### src/rtl/flag_scanner.sv
// Walks a captured comparator flag vector and emits the index of each mismatching channel.
// Optional FLAG_SCAN_BIT0_EN: also scan and emit the reference channel (bit 0).
module flag_scanner #(
  parameter int WIDTH = 8,
  parameter int IDXW  = 3,
  parameter int CNTW  = 4
) (
  input  logic            clk,
  input  logic            rst_n,
  input  logic            start,
  input  logic [WIDTH-1:0] flag_in,
  output logic [IDXW-1:0] idx_out,
  output logic            idx_valid,
  input  logic            idx_ready,
  output logic            busy,
  output logic            done,
  output logic [CNTW-1:0] err_count,
  output logic            all_match
);

  typedef enum logic [1:0] {IDLE, SCAN, EMIT, DONE} state_t;

  localparam logic [IDXW-1:0] LAST_PTR = IDXW'(WIDTH - 1);
  localparam logic [CNTW-1:0] CNT_MAX  = CNTW'(WIDTH);
`ifdef FLAG_SCAN_BIT0_EN
  localparam logic [IDXW-1:0]  FIRST_PTR = '0;
  localparam logic [WIDTH-1:0] CAP_MASK  = '1;
`else
  localparam logic [IDXW-1:0]  FIRST_PTR = IDXW'(1);
  localparam logic [WIDTH-1:0] CAP_MASK  = ~WIDTH'(1);
`endif

  state_t           state_reg, state_next;
  logic [WIDTH-1:0] snapshot_reg, snapshot_next;
  logic [IDXW-1:0]  ptr_reg, ptr_next;
  logic [IDXW-1:0]  idx_reg, idx_next;
  logic             valid_reg, valid_next;
  logic [CNTW-1:0]  cnt_reg, cnt_next;
  logic             match_reg, match_next;
  logic             done_reg, done_next;
  logic             busy_reg, busy_next;

  always_ff @(posedge clk or negedge rst_n) begin
    if (!rst_n) begin
      state_reg    <= IDLE;
      snapshot_reg <= '0;
      ptr_reg      <= FIRST_PTR;
      idx_reg      <= '0;
      valid_reg    <= 1'b0;
      cnt_reg      <= '0;
      match_reg    <= 1'b0;
      done_reg     <= 1'b0;
      busy_reg     <= 1'b0;
    end else begin
      state_reg    <= state_next;
      snapshot_reg <= snapshot_next;
      ptr_reg      <= ptr_next;
      idx_reg      <= idx_next;
      valid_reg    <= valid_next;
      cnt_reg      <= cnt_next;
      match_reg    <= match_next;
      done_reg     <= done_next;
      busy_reg     <= busy_next;
    end
  end

  always_comb begin
    state_next    = state_reg;
    snapshot_next = snapshot_reg;
    ptr_next      = ptr_reg;
    idx_next      = idx_reg;
    valid_next    = valid_reg;
    cnt_next      = cnt_reg;
    match_next    = match_reg;
    done_next     = 1'b0;
    case (state_reg)
      IDLE: begin
        // busy_reg still covers the done cycle, so a start there is dropped
        if (start && !busy_reg) begin
          snapshot_next = flag_in & CAP_MASK;
          ptr_next      = FIRST_PTR;
          cnt_next      = '0;
          state_next    = SCAN;
        end
      end
      SCAN: begin
        if (snapshot_reg[ptr_reg]) begin
          idx_next   = ptr_reg;
          valid_next = 1'b1;
          state_next = EMIT;
        end else if (ptr_reg == LAST_PTR) begin
          state_next = DONE;
        end else begin
          ptr_next = ptr_reg + IDXW'(1);
        end
      end
      EMIT: begin
        if (idx_ready) begin
          valid_next = 1'b0;
          if (cnt_reg != CNT_MAX) cnt_next = cnt_reg + CNTW'(1);
          if (ptr_reg == LAST_PTR) begin
            state_next = DONE;
          end else begin
            ptr_next   = ptr_reg + IDXW'(1);
            state_next = SCAN;
          end
        end
      end
      DONE: begin
        done_next  = 1'b1;
        match_next = (cnt_reg == '0);
        state_next = IDLE;
      end
      default: state_next = IDLE;
    endcase
    // done and all_match are registered, so busy is stretched to cover their cycle
    busy_next = (state_next != IDLE) || (state_reg == DONE);
  end

  assign idx_out   = idx_reg;
  assign idx_valid = valid_reg;
  assign busy      = busy_reg;
  assign done      = done_reg;
  assign err_count = cnt_reg;
  assign all_match = match_reg;

endmodule

### config.mk
export PLATFORM = sky130hd
export DESIGN_NAME = flag_scanner
export DESIGN_NICKNAME = d
export VERILOG_FILES = /design/src/rtl/flag_scanner.sv
export SDC_FILE = /design/constraint.sdc
export NUM_CORES = 1
export LEC_CHECK = 0
export CORE_UTILIZATION = 50
export DETAILED_ROUTE_END_ITERATION = 8
export PLACE_DENSITY_LB_ADDON = 0.25
export SETUP_SLACK_MARGIN = 0.3
export SLEW_MARGIN = 20
export SYNTH_ARGS = -nofsm -noshare
export SYNTH_HDL_FRONTEND = slang
export SYNTH_SLANG_ARGS = --single-unit
### constraint.sdc
create_clock -name clk -period 5.9 [get_ports clk]
set_input_delay 0.885 -clock clk [delete_from_list [all_inputs] [get_ports clk]]
set_output_delay 0.885 -clock clk [all_outputs]
set_load 0.005 [all_outputs]
==> flow_summary.yaml <==
layout:
  syn2layout_area_growth_pct: 21.7
  multiInputGateArea_um2: 598
  fill_cells: 183
  drive_gt1_frac: 0.188
  largest_reg_flops: 7
  nets: 150
  regArea_um2: 577
  insertedDiodeCount: 0
pwr:
  combPwrFrac: 0.509
  ir_drop_uv: 271
  power.switching_mw: 0.250
  sw_frac_of_total: 0.363
  p_int_mw: 0.439
  p_leak_nw: 0.665
  p_per_area_nw_per_um2: 465
  clockPowerShare: 0.106
  pwr-share-seq: 0.385
yosys:
  synth_edf_count: 0
  synth.mux.area_fraction: 0.191
  synthTopCellsByArea: "dfrtp_1, mux2_2, ha_1"
  synth_top_family_by_area: "multiplexers"
  ys_async_sr_fraction: 1.00
  synth_fa_ha_area_frac: 0.0926
  synth-simple-area-share: 0.0977
  ys_seq_area_frac: 0.474
  synth_cell_types: 33
  synthCells: 104
  synth_top_area_frac: 0.453
  synth_nets: 125
  postSynthAreaPerCell_um2: 11.7
  synth_flop_cell: "dfrtp_1"
  synth_xor_area_frac: 0
  synth-compound-area-share: 0.110
  ys_seq_elements: 23
  synthesis.area_um2: 1220
  yosysWarnings: 0
  yosys.area.top_type: "dfrtp_1"
detailed_routing:
  drtAntennaViolNets: 0
  first_pass_iters: 4
  drt_iter0_drc: 14
  wire_per_inst_um: 13.5
  viasPerCell: 5.53
  num_vias: 863
  finalWirelength_um: 2110
  post-route-drc-count: 0
placement:
  gp_congestion: 0.924
  hpwl_um: 1580
  port_buffers: 21
critical_path:
  crit_fanout: 6
  worstSetupPathType: "primary input to register"
  worstPathRequired_ps: 6150
  timing.critical_path.from: "start"
  r2r_start: "ptr_reg[2]"
  start_kind: "primary input"
  worstPathArrival_ps: 2520
  ff2ff_setup_slack_ps: 3800
  r2r-end: "ptr_reg[0]"
  rr_worst_depth: 4
  crit_path_end_kind: "register"
die:
  chipHeight_um: 51.3
  die_w_um: 51.3
  dieArea_um2: 2630
  initial_utilization: 0.539
  core_area_um2: 2250
  rows: 17
  ioPinCount: 23
global_route:
  grt_pass1_wl_um: 3420
  grt.total_usage: 0.176
  grt_max_degree: 24
  grt_overflow: 0
  antenna_found_initial: 0
  grt_pass1_vias: 810
cts:
  clkSlewWorstSetupHoldPaths_ps: 130
  clk_latency_ps: 310
  cts_buffers: 3
  htreeDepth: 1
  cts_tree: "built"
  cts_buffer_depth: 2
  cts_resized: 0
  numClockSinks: 23
  cts_root_buf: "clkbuf_4"
  cts_setup_buffers: 0
  postCtsHoldBufs: 0
outcome:
  status: "finished clean"
timing:
  relSlewSlack: 0.662
  tightestPinTransition_ps: 507
  slew_violations: 0
  finClkSkew_ps: 2.70
  finalSetupViolations: 0
  min_period_ps: 2270
  finalHoldViolations: 0
  rsz0062_at_grt: "false"
  whs_ps: 519
  tns_ps: 0
  fin_crit_sh: 0.384
  fmax_mhz: 441
hold_path:
  hold_class: "primary input to async pin"
flow_run:
  cap_violations: 0
per-stage QoR:
stage / std cells / setup WS, ps / cell area [um2] / util / total power, mW
floorplan: 104 / 3950 / 1220 / - / 0.511
global placement: 152 / 3360 / 1460 / 0.647 / 0.603
detailed placement: 152 / 3320 / 1460 / 0.647 / 0.618
CTS: 156 / 3650 / 1490 / 0.659 / 0.693
global route: 156 / 3530 / 1480 / 0.656 / 0.742
finish: 156 / 3630 / 1480 / 0.656 / 0.688
routing by layer:
layer  up-vias  GRT usage  share of wire
met2        27      0.309           0.48
met5         -          0              0
met1       414      0.221           0.45
li1        420          -              -
met3         2     0.0298          0.054
met4         0     0.0541         0.0090
power groups by stage:
stage / combinational (mW) / sequential (mW) / clock [mW]
4_1_cts: 0.352 / 0.264 / 0.0764
3_5_place_dp: 0.349 / 0.268 / 0
3_3_place_gp: 0.338 / 0.265 / 0
2_1_floorplan: 0.252 / 0.259 / 0
6_report: 0.350 / 0.265 / 0.0733
5_1_grt: 0.391 / 0.271 / 0.0809
worst max-delay path by stage:
| stage | end | slack (ps) | cells past startpoint |
|---|---|---|---|
| after floorplan | busy | 3950 | 4 |
| after global placement | err_count[3] | 3360 | 5 |
| after detailed placement | err_count[3] | 3320 | 5 |
| after CTS | err_count[3] | 3650 | 5 |
| after global routing | err_count[3] | 3530 | 5 |
| final | err_count[3] | 3630 | 5 |
placed cells by master (no fill, tap or decap), types with 2 or more instances in the layout:
cell type        netlist  final
nor2_1                 3      3
a31oi_1                2      2
ha_1                   9      9
clkdlybuf4s50_1        0     20
o21ai_0                4      4
clkbuf_4               0      3
nand2_1                8      8
a21oi_1                3      3
mux2i_1                3      3
mux2_2                13     13
or3_1                  2      2
inv_1                 10     10
dfrtp_1               22     22
a22o_1                 2      2
mux2_1                 3      3
layout make-up:
type	count	area share
clock inverters	1	0.00338
repair buffers	21	0.139
inverters	10	0.0254
clock buffers	3	0.0152
well taps	28	0.0237
multi-input cells	70	0.404
flip-flops and latches	23	0.390
kinds of logic (layout without fill, tap and decap cells):
family / Yosys count / in the layout
buf+inv: 11 / 35
mux: 20 / 20
compound gates: 19 / 19
fa+ha+maj: 9 / 9
flops: 23 / 23
simple gates: 22 / 22
synth_stat cells (2+ instances only):
library cell	n
a21oi_1	3
a22o_1	2
a31oi_1	2
dfrtp_1	22
ha_1	9
inv_1	10
mux2_1	3
mux2_2	13
mux2i_1	3
nand2_1	8
nor2_1	3
o21ai_0	4
or3_1	2
critical path, cell delays in order:
cell and delay [ps]:
clkdlybuf4s50_1 470, nor2b_1 340, o2111ai_1 270, or3_1 400, a21oi_1 140
No activity file was read; power rests on OpenSTA's default activity.
